[src/rtl/mips_pkg.sv]
// mips_pkg: branch-type encodings, fixed addresses and FSM state type shared by the next-PC logic.
package mips_pkg;
    localparam logic [2:0] BR_NONE = 3'd0;
    localparam logic [2:0] BR_BEQ  = 3'd1;
    localparam logic [2:0] BR_BNE  = 3'd2;
    localparam logic [2:0] BR_J    = 3'd3;
    localparam logic [2:0] BR_JAL  = 3'd4;
    localparam logic [2:0] BR_JR   = 3'd5;
    localparam logic [31:0] RESET_PC = 32'h0000_3000;
    localparam logic [31:0] EXC_VEC  = 32'h0000_4180;
    typedef enum logic {SEQ, DELAY} npc_state_e;
endpackage

[src/rtl/npc_target_calc.sv]
// npc_target_calc: combinational branch/jump target, taken decision and JR alignment check for the instruction at pc.
module npc_target_calc
    import mips_pkg::*;
(
    input  logic [31:0] pc,
    input  logic [2:0]  br_type,
    input  logic [15:0] imm16,
    input  logic [25:0] instr_index,
    input  logic [31:0] rs_val,
    input  logic [31:0] rt_val,
    output logic [31:0] pc4,
    output logic [31:0] target,
    output logic        taken,
    output logic        is_branch,
    output logic        misalign
);
    logic        is_jump;
    logic        eq;
    logic [31:0] br_tgt;
    logic [31:0] j_tgt;

    always_comb begin
        pc4       = pc + 32'd4;
        br_tgt    = pc4 + {{14{imm16[15]}}, imm16, 2'b00};
        j_tgt     = {pc4[31:28], instr_index, 2'b00};
        eq        = rs_val == rt_val;
        is_jump   = br_type == BR_J || br_type == BR_JAL || br_type == BR_JR;
        target    = br_type == BR_JR ? rs_val : (br_type == BR_J || br_type == BR_JAL) ? j_tgt : br_tgt;
        taken     = br_type == BR_BEQ ? eq : br_type == BR_BNE ? !eq : is_jump;
        is_branch = br_type == BR_BEQ || br_type == BR_BNE || is_jump;
        misalign  = br_type == BR_JR && |rs_val[1:0];
    end
endmodule

[src/rtl/npc_unit.sv]
// npc_unit: next-PC generator with one architectural delay slot, stall hold and exception redirect.
module npc_unit
    import mips_pkg::*;
#(
    parameter logic [31:0] RESET_PC = mips_pkg::RESET_PC,
    parameter logic [31:0] EXC_VEC  = mips_pkg::EXC_VEC
) (
    input  logic        Clk,
    input  logic        Reset,
    input  logic [31:0] pc,
    input  logic [2:0]  br_type,
    input  logic [15:0] imm16,
    input  logic [25:0] instr_index,
    input  logic [31:0] rs_val,
    input  logic [31:0] rt_val,
    input  logic        stall,
    input  logic        exc_req,
    output logic [31:0] NPC,
    output logic [31:0] pc_plus8,
    output logic        delay_slot,
    output logic        br_taken,
    output logic        misalign
);
    npc_state_e  state_q, state_d;
    logic [31:0] tgt_q, tgt_d;
    logic [31:0] pc4, target, npc;
    logic        taken, is_branch, mis_raw, in_seq;

    npc_target_calc u_calc (
        .pc          (pc),
        .br_type     (br_type),
        .imm16       (imm16),
        .instr_index (instr_index),
        .rs_val      (rs_val),
        .rt_val      (rt_val),
        .pc4         (pc4),
        .target      (target),
        .taken       (taken),
        .is_branch   (is_branch),
        .misalign    (mis_raw)
    );

    always_ff @(posedge Clk or posedge Reset) begin
        if (Reset) begin
            state_q <= SEQ;
            tgt_q   <= RESET_PC;
        end else begin
            state_q <= state_d;
            tgt_q   <= tgt_d;
        end
    end

    always_comb begin
        state_d  = state_q;
        tgt_d    = tgt_q;
        npc      = pc4;
        pc_plus8 = pc + 32'd8;
        in_seq   = state_q == SEQ;
        if (exc_req) begin
            npc     = EXC_VEC;
            state_d = SEQ;
        end else if (stall) begin
            npc = pc;
        end else if (!in_seq) begin
            npc     = tgt_q;
            state_d = SEQ;
        end else if (is_branch) begin
            // not-taken branches still resume at pc+8, past the delay slot
            tgt_d   = taken ? target : pc_plus8;
            state_d = DELAY;
        end
        NPC        = Reset ? RESET_PC : npc;
        delay_slot = !Reset && !in_seq;
        br_taken   = !Reset && in_seq && is_branch && taken;
        misalign   = !Reset && in_seq && mis_raw;
    end
endmodule

[config.mk]
export PLATFORM = sky130hd
export DESIGN_NAME = npc_unit
export DESIGN_NICKNAME = d
export VERILOG_FILES = /design/src/rtl/mips_pkg.sv /design/src/rtl/npc_target_calc.sv /design/src/rtl/npc_unit.sv
export SDC_FILE = /design/constraint.sdc
export NUM_CORES = 1
export LEC_CHECK = 0
export ABC_CLOCK_PERIOD_IN_PS = 4410
export CAP_MARGIN = 20
export CORE_ASPECT_RATIO = 1.5
export CORE_MARGIN = 2
export CORE_UTILIZATION = 45
export CTS_CLUSTER_SIZE = 10
export DETAILED_ROUTE_END_ITERATION = 10
export GPL_ROUTABILITY_DRIVEN = 0
export PLACE_DENSITY = 0.8
export SYNTH_ARGS = -nofsm -noshare
export SYNTH_HDL_FRONTEND = slang
export SYNTH_HIERARCHICAL = 1
export SYNTH_SLANG_ARGS = --single-unit
export TNS_END_PERCENT = 50
[constraint.sdc]
create_clock -name Clk -period 4.41 [get_ports Clk]
set_input_delay 0.882 -clock Clk [delete_from_list [all_inputs] [get_ports Clk]]
set_output_delay 0.882 -clock Clk [all_outputs]
set_load 0.02 [all_outputs]
==> impl_metrics.sql, run 1 <==
INSERT INTO impl_metrics (metric_group, metric, value, unit) VALUES
('status', 'run_status', 'finished, violations left', ''),
('status', 'failed_checks', 'negative setup slack', ''),
('die', 'die_width', '99.43', 'um'),
('setup_path', 'endpoint_arrival_time_on_the_critical_path', '4.62', 'ns'),
('finish', 'post_route_cells_drive_above_1_share', '23.71', '%'),
('finish', 'final_std_cell_area_no_fill', '0.01028', 'mm^2'),
('die', 'die_area', '0.01463', 'mm^2'),
('clocking', 'cts_htree_levels', '2', ''),
('synth', 'synth_ff_type', 'sky130_fd_sc_hd__dfrtp_1', ''),
('clocking', 'cts_root_buffer', 'sky130_fd_sc_hd__clkbuf_16', ''),
('run', 'drv_cap', '0', ''),
('timing', 'min_period_over_period', '101.0', '%'),
('setup_path', 'critical_path.max_fanout', '3', ''),
('timing', 'fmaxAchievable', '224.6', 'MHz'),
('setup_path', 'critical_path_class', 'in -> reg', ''),
('routing', 'wl_per_cell', '21.37', 'um'),
('placed_design', 'half_perimeter_wire_length_after_detailed_placement', '21.58', 'mm'),
('synth', 'postSynthRegisterBits', '33', ''),
('grt', 'vias_in_the_first_global_route', '8466', ''),
('clocking', 'clock_latency_of_the_later_clocked_register_in_the_worst_skew_pair', '0.28', 'ns'),
('routing', 'num_vias', '8737', ''),
('routing', 'drtPass1Iterations', '6', ''),
('synth', 'seq_area_frac_synth', '13.47', '%'),
('timing', 'final-max-slew-violation-count', '0', ''),
('synth', 'synth_cells', '849', ''),
('clocking', 'max-clock-path-buffers', '2', ''),
('grt', 'grt_usage', '36.59', '%'),
('placed_design', 'placement.cell_area', '0.009628', 'mm^2'),
('timing', 'final.setup.tns', '-0.04226', 'ns'),
('worst_hold_path', 'hold_path_class', 'reg -> reg', ''),
('routing', 'wirelength', '29.23', 'mm'),
('routing', 'drcViolationCount', '0', ''),
('clocking', 'clk_slew_on_worst_s_h_paths', '0.06', 'ns'),
('die', 'effective_utilization_at_floorplan', '45.86', '%'),
('timing', 'finalCriticalPeriod', '4.452', 'ns'),
('placed_design', 'place_ws', '-0.4725', 'ns'),
('timing', 'grt_setup_unrepaired', 'true', ''),
('die', 'coreArea', '0.01340', 'mm^2'),
('finish', 'area_growth', '67.21', '%'),
('synth', 'synthDistinctLibCells', '68', ''),
('die', 'die_height', '147.1', 'um'),
('setup_path', 'end_kind', 'flip-flop', ''),
('clocking', 'clock_sinks', '33', ''),
('grt', 'grt_overflow', '0', ''),
('routing', 'vias_per_cell', '6.387', ''),
('finish', 'design.final.nets', '1387', ''),
('synth', 'synth_edf_count', '0', ''),
('setup_path', 'required', '4.58', 'ns'),
('synth', 'synth_area', '0.006147', 'mm^2'),
('finish', 'num-fill-cells', '901', ''),
('synth', 'ys_warn_count', '6', ''),
('clocking', 'cts_tree', 'done', ''),
('synth', 'synthesis.area_per_instance', '7.240', 'um^2'),
('power_and_ir_drop', 'total_leakage_power', '4.642', 'nW'),
('die', 'core.rowCount', '52', ''),
('die', 'io_pins', '212', ''),
('finish', 'layoutNonFillerInstCount', '1368', ''),
('timing', 'slew-limit-headroom', '36.61', '%'),
('synth', 'synthArstFlopShare', '100.0', '%'),
('setup_path', 'cp-start-kind', 'input pin', ''),
('routing', 'final_antenna_net_count', '0', ''),
('grt', 'antenna_found_initial', '0', ''),
('timing', 'worst_slew_pin_slew', '0.9508', 'ns'),
('grt', 'pin_count_of_the_biggest_net_entering_global_routing', '66', ''),
('timing', 'timing.final.hold_violations', '0', ''),
('power_and_ir_drop', 'report.power.total', '2.027', 'mW'),
('placed_design', 'port_buf_inserts', '211', ''),
('power_and_ir_drop', 'powerDensity', '197.2', 'mW/mm^2'),
('grt', 'global_route_wire_length_before_repair', '42.46', 'mm'),
('clocking', 'cts_made_buffers', '5', ''),
('power_and_ir_drop', 'vdd_ir_drop_max', '0.0001702', 'V'),
('routing', 'drtIter0Drc', '1012', ''),
('finish', 'antenna_fix_cells', '0', ''),
('timing', 'finalClockSkew', '0.007814', 'ns'),
('synth', 'synthesis.nets', '1031', ''),
('timing', 'fin_ws', '-0.04226', 'ns'),
('placed_design', 'place_inst', '1351', ''),
('timing', 'final_setup_violating_endpoints', '1', '');
## worst paths after layout
check	startpoint	endpoint	slack, ns	cells after the start
worst max-delay path	pc[9]	tgt_q[28]	-0.04	17
max in group asynchronous	Reset	tgt_q[12]	2.74	3
min in group asynchronous	Reset	tgt_q[11]	1.32	3
worst max register to register	state_q	tgt_q[31]	1.70	6
worst min register to register	tgt_q[6]	tgt_q[6]	0.48	2
worst min-delay path	tgt_q[6]	tgt_q[6]	0.48	2
## worst max-delay path, cell delays in order
cell                            delay, ns
sky130_fd_sc_hd__dlygate4sd2_1       0.22
sky130_fd_sc_hd__nand4_1             0.24
sky130_fd_sc_hd__nor3_4              0.32
sky130_fd_sc_hd__nand3_2             0.13
sky130_fd_sc_hd__xnor2_2             0.17
sky130_fd_sc_hd__ha_1                0.37
sky130_fd_sc_hd__a21oi_2             0.24
sky130_fd_sc_hd__o21ai_2             0.10
sky130_fd_sc_hd__a311o_1             0.38
sky130_fd_sc_hd__o2bb2ai_2           0.14
sky130_fd_sc_hd__o31a_1              0.34
sky130_fd_sc_hd__a221oi_2            0.28
sky130_fd_sc_hd__xor2_1              0.22
sky130_fd_sc_hd__a21oi_2             0.09
sky130_fd_sc_hd__nor2_1              0.16
sky130_fd_sc_hd__a31oi_1             0.07
sky130_fd_sc_hd__mux2_2              0.27
## routing by layer
metal	track usage (%)	share of wire, %	vias to the layer above
met5	0	0	-
li1	-	-	3844
met3	5.804	7.9	211
met2	63.45	50	636
met4	28.70	9.5	0
met1	38.73	33	4046
## area by class of cell
cell class	instances	area [um^2]	share of cell area, %
multi-input cells	750	5463	53.15
well taps	162	202.7	1.972
repair buffers	403	3601	35.03
flip-flops and latches	33	828.3	8.058
clock buffers	6	128.9	1.254
inverters	12	45.04	0.4382
clock inverters	2	10.01	0.09738
## where the power goes
| part | total (mW) | leakage, nW | switching [mW] | internal [mW] |
|---|---|---|---|---|
| logic | 1.24 | 4.16 | 0.639 | 0.604 |
| clock network | 0.344 | 0.0706 | 0.136 | 0.207 |
| registers | 0.440 | 0.407 | 0.0572 | 0.383 |
## stage by stage
stage / hold slack, ns / util [%]
3_3_place_gp: 0.4591 / 71.84
2_1_floorplan: 0.4444 / -
6_report: 0.4849 / 76.69
5_1_grt: 0.5107 / 76.69
4_1_cts: 0.4776 / 74.63
3_5_place_dp: 0.4675 / 71.84
## registers in the layout (all words and copies together), names as in the netlist
signal and cells:
tgt_q 32, state_q 1
## logic make-up (layout without fill, tap and decap cells)
family	count (synthesis)	count (layout)	synth area share, %
AND/OR/NAND/NOR	322	322	25.95
adder cells (fa/ha/maj)	37	37	7.653
flip-flops	33	33	13.47
buffers and inverters	66	423	4.478
AO/OA/AOI/OAI	238	238	25.59
XOR/XNOR	105	105	14.96
multiplexers	48	48	7.897
## Yosys cell counts, drive strengths merged, types with 2 or more instances
| cell | count | area (um^2) |
|---|---|---|
| a211oi | 14 | 110.1 |
| a31oi | 10 | 68.81 |
| and4 | 4 | 35.03 |
| and2 | 6 | 37.54 |
| ha | 36 | 450.4 |
| and3 | 25 | 156.4 |
| nand2b | 2 | 12.51 |
| or3 | 3 | 18.77 |
| nand2 | 74 | 277.8 |
| xnor2 | 45 | 394.1 |
| clkbuf | 34 | 127.6 |
| o21a | 2 | 15.01 |
| nor3 | 19 | 100.1 |
| nor4 | 15 | 106.4 |
| o31ai | 4 | 30.03 |
| a21o | 24 | 181.4 |
| a221o | 12 | 120.1 |
| or4 | 2 | 15.01 |
| inv | 11 | 41.29 |
| buf | 20 | 102.6 |
| nor2b | 10 | 62.56 |
| mux2i | 44 | 440.4 |
| nor2 | 92 | 345.3 |
| nor4b | 2 | 38.78 |
| nand3 | 40 | 200.2 |
| nand4 | 22 | 143.9 |
| o21bai | 5 | 37.54 |
| dfstp | 2 | 52.55 |
| dfrtp | 31 | 775.7 |
| nor3b | 3 | 22.52 |
| xor2 | 60 | 525.5 |
| a311o | 2 | 20.02 |
| a221oi | 4 | 47.55 |
| a21oi | 59 | 299.0 |
| o21ai | 63 | 315.3 |
| a22oi | 25 | 187.7 |
| mux2 | 4 | 45.04 |
| o311ai | 2 | 17.52 |
## timing repair
action	CTS	global route
setup endpoints to repair	29	33
buffers inserted	5	3
hold buffers	0	0
pin swaps	18	20
resized for setup	56	50
hold endpoints to repair	0	0
## cells in the final DEF (no fill, tap or decap), types with 12 or more instances in the layout
| master | n |
|---|---|
| sky130_fd_sc_hd__mux2i_1 | 44 |
| sky130_fd_sc_hd__and3_1 | 23 |
| sky130_fd_sc_hd__a21oi_1 | 51 |
| sky130_fd_sc_hd__nor4_1 | 12 |
| sky130_fd_sc_hd__xor2_1 | 58 |
| sky130_fd_sc_hd__dlygate4sd2_1 | 17 |
| sky130_fd_sc_hd__xnor2_1 | 33 |
| sky130_fd_sc_hd__nand3_1 | 35 |
| sky130_fd_sc_hd__nor3_1 | 15 |
| sky130_fd_sc_hd__nor2_1 | 89 |
| sky130_fd_sc_hd__o21ai_0 | 53 |
| sky130_fd_sc_hd__xnor2_2 | 12 |
| sky130_fd_sc_hd__a22oi_1 | 25 |
| sky130_fd_sc_hd__nand2_1 | 71 |
| sky130_fd_sc_hd__a221o_1 | 12 |
| sky130_fd_sc_hd__dfrtp_1 | 31 |
| sky130_fd_sc_hd__nand4_1 | 21 |
| sky130_fd_sc_hd__buf_4 | 186 |
| sky130_fd_sc_hd__clkdlybuf4s50_1 | 180 |
| sky130_fd_sc_hd__ha_1 | 25 |
| sky130_fd_sc_hd__a21o_1 | 23 |
No activity file was read; power rests on OpenSTA's default activity.
==> inputs of run 2 (changes only) <==
==> constraint.sdc (replaced) <==
create_clock -name Clk -period 4.41 [get_ports Clk]
set_input_delay 0.441 -clock Clk [delete_from_list [all_inputs] [get_ports Clk]]
set_output_delay 0.441 -clock Clk [all_outputs]
set_load 0.02 [all_outputs]
==> run 2 against run 1 <==
The run now ends clean. Wire length shrank 11%. Worst hold slack got worse by 0.0058 ns. Via count fell by 10%. Core utilization is 9.3 points lower. Largest power group unchanged. Die area stayed put. Sequential share of layout area is 1.1 points higher. Maximum frequency up 1.9%. First-iteration DRC count decreased by 38%. Critical endpoint is now tgt_q[22]. Largest cell class unchanged. Clock power is 8.4% higher. Clock-buffer cell count is 1 higher.
==> impl_metrics.sql, run 2 (synthesis results as in run 1) <==
INSERT INTO impl_metrics (metric_group, metric, value, unit) VALUES
('die', 'die_area', '0.01463', 'mm^2'),
('routing', 'drtIter0Drc', '630', ''),
('placed_design', 'half_perimeter_wire_length_after_detailed_placement', '21.04', 'mm'),
('timing', 'slew-limit-headroom', '31.22', '%'),
('setup_path', 'critical_path_class', 'in -> reg', ''),
('routing', 'num_vias', '7844', ''),
('timing', 'timing.final.hold_violations', '0', ''),
('routing', 'final_antenna_net_count', '0', ''),
('setup_path', 'critical_path.max_fanout', '6', ''),
('finish', 'final_std_cell_area_no_fill', '0.009027', 'mm^2'),
('setup_path', 'required', '4.57', 'ns'),
('routing', 'wirelength', '25.98', 'mm'),
('timing', 'hold-worst-slack', '0.4792', 'ns'),
('finish', 'final_util', '67.35', '%'),
('finish', 'layout.cells.most_common', 'sky130_fd_sc_hd__clkdlybuf4s50_1', ''),
('clocking', 'cts_made_buffers', '5', ''),
('grt', 'grt_usage', '34.41', '%'),
('clocking', 'max-clock-path-buffers', '2', ''),
('timing', 'min_period_over_period', '99.08', '%'),
('timing', 'finalClockSkew', '0.005836', 'ns'),
('clocking', 'clock_latency_of_the_later_clocked_register_in_the_worst_skew_pair', '0.27', 'ns'),
('finish', 'antenna_fix_cells', '0', ''),
('timing', 'finalCriticalPeriod', '4.369', 'ns'),
('setup_path', 'endpoint_arrival_time_on_the_critical_path', '4.53', 'ns'),
('timing', 'final-max-slew-violation-count', '0', ''),
('die', 'io_pins', '212', ''),
('grt', 'antenna_found_initial', '0', ''),
('run', 'drv_cap', '0', ''),
('power_and_ir_drop', 'powerDensity', '208.7', 'mW/mm^2'),
('finish', 'num-fill-cells', '1157', ''),
('placed_design', 'port_buf_inserts', '211', ''),
('timing', 'fmaxAchievable', '228.9', 'MHz'),
('clocking', 'clock_sinks', '33', ''),
('clocking', 'clk_slew_on_worst_s_h_paths', '0.06', 'ns'),
('clocking', 'cts_root_buffer', 'sky130_fd_sc_hd__clkbuf_16', ''),
('die', 'die_width', '99.43', 'um'),
('finish', 'area_growth', '46.86', '%'),
('routing', 'drtPass1Iterations', '5', ''),
('grt', 'pin_count_of_the_biggest_net_entering_global_routing', '36', ''),
('grt', 'vias_in_the_first_global_route', '7852', ''),
('status', 'run_status', 'finished clean', ''),
('worst_hold_path', 'hold_path_class', 'reg -> reg', ''),
('die', 'die_height', '147.1', 'um'),
('routing', 'wl_per_cell', '20.65', 'um'),
('clocking', 'cts_tree', 'done', ''),
('timing', 'final_setup_violating_endpoints', '0', ''),
('setup_path', 'end_kind', 'flip-flop', ''),
('clocking', 'cts_htree_levels', '2', ''),
('finish', 'largest_register_ff_count', '32', ''),
('die', 'coreArea', '0.01340', 'mm^2'),
('placed_design', 'place_ws', '-0.03552', 'ns'),
('finish', 'final_cell_mix', 'sky130_fd_sc_hd__clkdlybuf4s50_1 (210), sky130_fd_sc_hd__nor2_1 (91), sky130_fd_sc_hd__buf_4 (82)', ''),
('routing', 'vias_per_cell', '6.235', ''),
('die', 'core.rowCount', '52', ''),
('timing', 'worst_slew_pin_slew', '1.032', 'ns'),
('power_and_ir_drop', 'total_leakage_power', '3.806', 'nW'),
('timing', 'fin_ws', '0.04061', 'ns'),
('routing', 'drcViolationCount', '0', ''),
('setup_path', 'cp-start-kind', 'input pin', ''),
('finish', 'post_route_cells_drive_above_1_share', '10.86', '%'),
('clocking', 'ctsHoldBuffers', '0', ''),
('finish', 'design.final.nets', '1277', ''),
('finish', 'largestRegisters', 'tgt_q: 32 flops, state_q: 1 flops', ''),
('die', 'effective_utilization_at_floorplan', '45.86', '%'),
('placed_design', 'placement.cell_area', '0.008850', 'mm^2'),
('power_and_ir_drop', 'report.power.total', '1.884', 'mW'),
('finish', 'registers.top_by_ff_count', 'tgt_q', ''),
('grt', 'global_route_wire_length_before_repair', '39.97', 'mm'),
('grt', 'grt_overflow', '0', ''),
('power_and_ir_drop', 'vdd_ir_drop_max', '0.0002738', 'V');
-- run 2: changes by cell type in the layout (fill, tap and decap cells not counted), moves of 7 or more --
| cell | delta |
|---|---|
| sky130_fd_sc_hd__a21oi_1 | +7 |
| sky130_fd_sc_hd__xnor2_1 | +11 |
| sky130_fd_sc_hd__buf_4 | -104 |
| sky130_fd_sc_hd__xnor2_2 | -11 |
| sky130_fd_sc_hd__ha_4 | -8 |
| sky130_fd_sc_hd__dlymetal6s2s_1 | -11 |
| sky130_fd_sc_hd__clkdlybuf4s50_1 | +30 |
| sky130_fd_sc_hd__dlygate4sd2_1 | -17 |
| sky130_fd_sc_hd__ha_1 | +11 |
-- run 2: metrics by stage --
stage               cells  setup TNS (ns)
global placement     1249               0
CTS                  1257               0
detailed placement   1249        -0.03552
global route         1258        -0.02739
finish               1258               0
floorplan             849               0
-- run 2: final timing paths --
kind / endpoint / cells past startpoint / slack (ns) / from
worst max-delay path: tgt_q[22] / 17 / 0.04 / pc[8]
min in group asynchronous: tgt_q[7] / 3 / 0.85 / Reset
max in group asynchronous: tgt_q[13] / 3 / 3.20 / Reset
worst min-delay path: tgt_q[29] / 2 / 0.48 / tgt_q[29]
worst max register to register: tgt_q[16] / 6 / 1.34 / state_q
worst min register to register: tgt_q[29] / 2 / 0.48 / tgt_q[29]
-- run 2: repair_timing --
item,in CTS,in global routing
setup buffers,0,1
setup endpoints to repair,0,8
hold endpoints to repair,0,0
resized for setup,0,2
-- run 2: routing by layer --
layer | track usage, % | vias up | part of all wire, %
met1 | 36.77 | 3560 | 33
met2 | 60.37 | 500 | 51
met3 | 3.711 | 159 | 6.3
met4 | 27.26 | 0 | 9.3
met5 | 0 | - | 0
li1 | - | 3625 | -
-- run 2: cell type report --
type                            instances  area [um^2]  share of cell area (%)
Clock buffer                            7        152.6                   1.691
Clock inverter                          1        5.005                 0.05544
Inverter                               12        45.04                  0.4990
Multi-Input combinational cell        750         5071                   56.17
Sequential cell                        33        828.3                   9.175
Tap cell                              162        202.7                   2.245
Timing Repair Buffer                  293         2723                   30.16
-- run 2: report_power, final --
group,switching [mW],internal [mW]
combinational,0.570,0.505
clock,0.134,0.239
sequential,0.0533,0.383
total,0.757,1.13
-- run 2: worst max-delay path: stages --
cell                              delay (ns)
sky130_fd_sc_hd__clkdlybuf4s50_1        0.49
sky130_fd_sc_hd__nand4_1                0.22
sky130_fd_sc_hd__nor3_2                 0.30
sky130_fd_sc_hd__buf_4                  0.20
sky130_fd_sc_hd__nand2_1                0.09
sky130_fd_sc_hd__xnor2_1                0.33
sky130_fd_sc_hd__ha_1                   0.33
sky130_fd_sc_hd__a21o_1                 0.23
sky130_fd_sc_hd__a21o_1                 0.19
sky130_fd_sc_hd__a21oi_1                0.20
sky130_fd_sc_hd__o21ai_1                0.12
sky130_fd_sc_hd__a31o_2                 0.30
sky130_fd_sc_hd__a31oi_1                0.27
sky130_fd_sc_hd__xor2_1                 0.17
sky130_fd_sc_hd__o21ai_0                0.14
sky130_fd_sc_hd__and3_1                 0.24
sky130_fd_sc_hd__a221o_1                0.26
==> inputs of run 3 (changes only) <==
--- a/config.mk
+++ b/config.mk
@@ -8,7 +8,7 @@
 export ABC_CLOCK_PERIOD_IN_PS = 4410
 export CAP_MARGIN = 20
 export CORE_ASPECT_RATIO = 1.5
-export CORE_MARGIN = 2
+export CORE_MARGIN = 10
 export CORE_UTILIZATION = 45
 export CTS_CLUSTER_SIZE = 10
 export DETAILED_ROUTE_END_ITERATION = 10
==> run 3 against run 2 <==
Critical path depth rose by 2. Clock-buffer cell count fell by 1. Setup slack improved by 0.19 ns. Critical path type unchanged. Combinational power barely moved. Final cell count fell by 0.24%. Non-clock buffer count fell by 3. Via count rose by 1.2%. Critical endpoint is now tgt_q[27]. Maximum frequency rose by 4.6%.
==> impl_metrics.sql, run 3 (synthesis results as in run 1) <==
INSERT INTO impl_metrics (metric_group, metric, value, unit) VALUES
('status', 'run_status', 'finished clean', ''),
('worst_hold_path', 'whs_endpoint', 'tgt_q[6]', ''),
('clocking', 'cts_made_buffers', '5', ''),
('timing', 'final_setup_violating_endpoints', '0', ''),
('finish', 'final_cell_mix', 'sky130_fd_sc_hd__clkdlybuf4s50_1 (210), sky130_fd_sc_hd__nor2_1 (91), sky130_fd_sc_hd__buf_4 (79)', ''),
('routing', 'num_vias', '7942', ''),
('power_and_ir_drop', 'powerDensity', '205.6', 'mW/mm^2'),
('timing', 'timing.final.hold_violations', '0', ''),
('clocking', 'cts_root_buffer', 'sky130_fd_sc_hd__clkbuf_16', ''),
('finish', 'final_util', '67.15', '%'),
('worst_hold_path', 'hold_path_depth', '2', ''),
('setup_path', 'crit_path_cell_trace', 'clkdlybuf4s50_1, ha_1, nand3_1, buf_4, nor2_1, nand4_1, xnor2_2, ha_1, nand2_1, buf_4, nor4b_2, o31ai_1, a31oi_1, a21oi_1, o31ai_1, mux2i_1, nand2_1, and3_1, a221o_1', ''),
('die', 'die_area', '0.01883', 'mm^2'),
('placed_design', 'place_ws', '-0.04636', 'ns'),
('timing', 'fmaxAchievable', '239.3', 'MHz'),
('finish', 'layout.cells.most_common', 'sky130_fd_sc_hd__clkdlybuf4s50_1', ''),
('power_and_ir_drop', 'vdd_ir_drop_max', '0.0001541', 'V'),
('placed_design', 'half_perimeter_wire_length_after_detailed_placement', '22.63', 'mm'),
('routing', 'vias_per_cell', '6.328', ''),
('finish', 'largestRegisters', 'tgt_q: 32 flops, state_q: 1 flops', ''),
('clocking', 'clock_sinks', '33', ''),
('clocking', 'cts.repair_timing.setup_buffer_count', '0', ''),
('finish', 'design.final.nets', '1274', ''),
('grt', 'grt_usage', '28.47', '%'),
('routing', 'drtPass1Iterations', '7', ''),
('setup_path', 'worstReg2RegStart', 'state_q', ''),
('timing', 'final-max-slew-violation-count', '0', ''),
('die', 'die_width', '115.4', 'um'),
('clocking', 'max-clock-path-buffers', '2', ''),
('setup_path', 'critical_path.max_fanout', '3', ''),
('worst_hold_path', 'hold_path_class', 'reg -> reg', ''),
('placed_design', 'place_inst', '1247', ''),
('power_and_ir_drop', 'total_leakage_power', '3.819', 'nW'),
('worst_hold_path', 'min_from', 'tgt_q[6]', ''),
('run', 'drv_cap', '0', ''),
('setup_path', 'rr_endpoint', 'tgt_q[16]', ''),
('timing', 'finalCriticalPeriod', '4.178', 'ns'),
('die', 'die_height', '163.1', 'um'),
('die', 'effective_utilization_at_floorplan', '45.64', '%'),
('routing', 'drtIter0Drc', '721', ''),
('setup_path', 'timing.critical_path.slowest_cell_delay', '0.48', 'ns'),
('placed_design', 'port_buf_inserts', '211', ''),
('timing', 'min_period_over_period', '94.74', '%'),
('die', 'io_pins', '212', ''),
('setup_path', 'endpoint_arrival_time_on_the_critical_path', '4.33', 'ns'),
('timing', 'fin_ws', '0.2319', 'ns'),
('setup_path', 'flop2flop_setup_slack', '1.82', 'ns'),
('setup_path', 'cp-start-kind', 'input pin', ''),
('setup_path', 'worstRegToRegCells', '6', ''),
('setup_path', 'required', '4.57', 'ns'),
('setup_path', 'timing.critical_path.max_delay_family', 'compound AO/OA/AOI/OAI gates', ''),
('clocking', 'cts_tree', 'done', ''),
('grt', 'vias_in_the_first_global_route', '7759', ''),
('timing', 'finalClockSkew', '0.003900', 'ns'),
('timing', 'hold-worst-slack', '0.4817', 'ns'),
('finish', 'area_growth', '47.12', '%'),
('power_and_ir_drop', 'report.power.total', '1.860', 'mW'),
('timing', 'slew-limit-headroom', '26.15', '%'),
('routing', 'final_antenna_net_count', '0', ''),
('finish', 'registers.top_by_ff_count', 'tgt_q', ''),
('finish', 'antenna_fix_cells', '0', ''),
('setup_path', 'critical_path_class', 'in -> reg', ''),
('grt', 'antenna_found_initial', '0', ''),
('setup_path', 'cp_num_buf_inv', '3', ''),
('finish', 'largest_register_ff_count', '32', ''),
('setup_path', 'end_kind', 'flip-flop', ''),
('grt', 'pin_count_of_the_biggest_net_entering_global_routing', '43', ''),
('setup_path', 'cp_slowest_cell', 'sky130_fd_sc_hd__clkdlybuf4s50_1', ''),
('timing', 'grt_setup_unrepaired', 'false', ''),
('clocking', 'clk_slew_on_worst_s_h_paths', '0.06', 'ns'),
('die', 'core.rowCount', '52', ''),
('finish', 'post_route_cells_drive_above_1_share', '11.16', '%'),
('clocking', 'cts_htree_levels', '2', ''),
('clocking', 'ctsHoldBuffers', '0', ''),
('routing', 'wl_per_cell', '22.53', 'um'),
('finish', 'layoutNonFillerInstCount', '1255', ''),
('clocking', 'clock_latency_of_the_later_clocked_register_in_the_worst_skew_pair', '0.28', 'ns'),
('timing', 'worst_slew_pin_slew', '1.108', 'ns'),
('grt', 'global_route_wire_length_before_repair', '42.12', 'mm'),
('die', 'coreArea', '0.01347', 'mm^2'),
('grt', 'grt_overflow', '0', ''),
('routing', 'drcViolationCount', '0', ''),
('routing', 'wirelength', '28.27', 'mm');
==> run 3: cell count changes in the layout (fill, tap and decap cells not counted), moves of 2 or more <==
cell and delta:
sky130_fd_sc_hd__xnor2_2 +5, sky130_fd_sc_hd__clkbuf_8 -2, sky130_fd_sc_hd__buf_4 -3, sky130_fd_sc_hd__xnor2_1 -5
==> run 3: repair_timing <==
| action | CTS | global route |
|---|---|---|
| endpoints found under the setup margin | 0 | 9 |
| endpoints found under the hold margin | 0 | 0 |
| gates resized for setup | 0 | 10 |
==> run 3: worst max-delay path by stage <==
stage / from / endpoint / slack, ns / cells after the start
floorplan: pc[2] / tgt_q[31] / 0.56 / 18
global placement: pc[2] / tgt_q[27] / 0.07 / 18
detailed placement: pc[3] / tgt_q[31] / -0.05 / 18
CTS: pc[3] / tgt_q[31] / 0.24 / 17
global route: pc[3] / tgt_q[28] / 0.02 / 19
finish: pc[3] / tgt_q[27] / 0.23 / 19
==> run 3: worst register-to-register path: cells and delay by family (launching register included) <==
kind | cells | cell delay, ns
buffers and inverters | 1 | 0.41
and+or+nand+nor | 4 | 0.72
DFF | 1 | 1.08
muxes | 1 | 0.23
==> run 3: power breakdown <==
| group | switching, mW | internal [mW] |
|---|---|---|
| combinational | 0.573 | 0.502 |
| sequential | 0.0582 | 0.383 |
| clock | 0.136 | 0.208 |
==> run 3: metal layers <==
layer	up-vias	track usage, %	part of all wire (%)
li1	3629	-	-
met1	3696	30.21	34
met2	479	50.59	52
met3	138	3.671	6.6
met4	0	19.83	7.3
met5	-	0	0
==> run 3: area by class of cell <==
class | instances | area [um^2]
clock inverter | 2 | 10.01
clock buffer | 6 | 128.9
multi-input combinational | 750 | 5127
inverter | 12 | 45.04
tap | 162 | 202.7
timing repair buffer | 290 | 2700
sequential | 33 | 829.5
fill | 1163 | 4424
==> run 3: per-stage QoR <==
stage	cell area, um^2	setup TNS, ns
finish	9044	0
global route	9044	0
CTS	8975	0
detailed placement	8836	-0.04636
global placement	8836	0
floorplan	6147	0
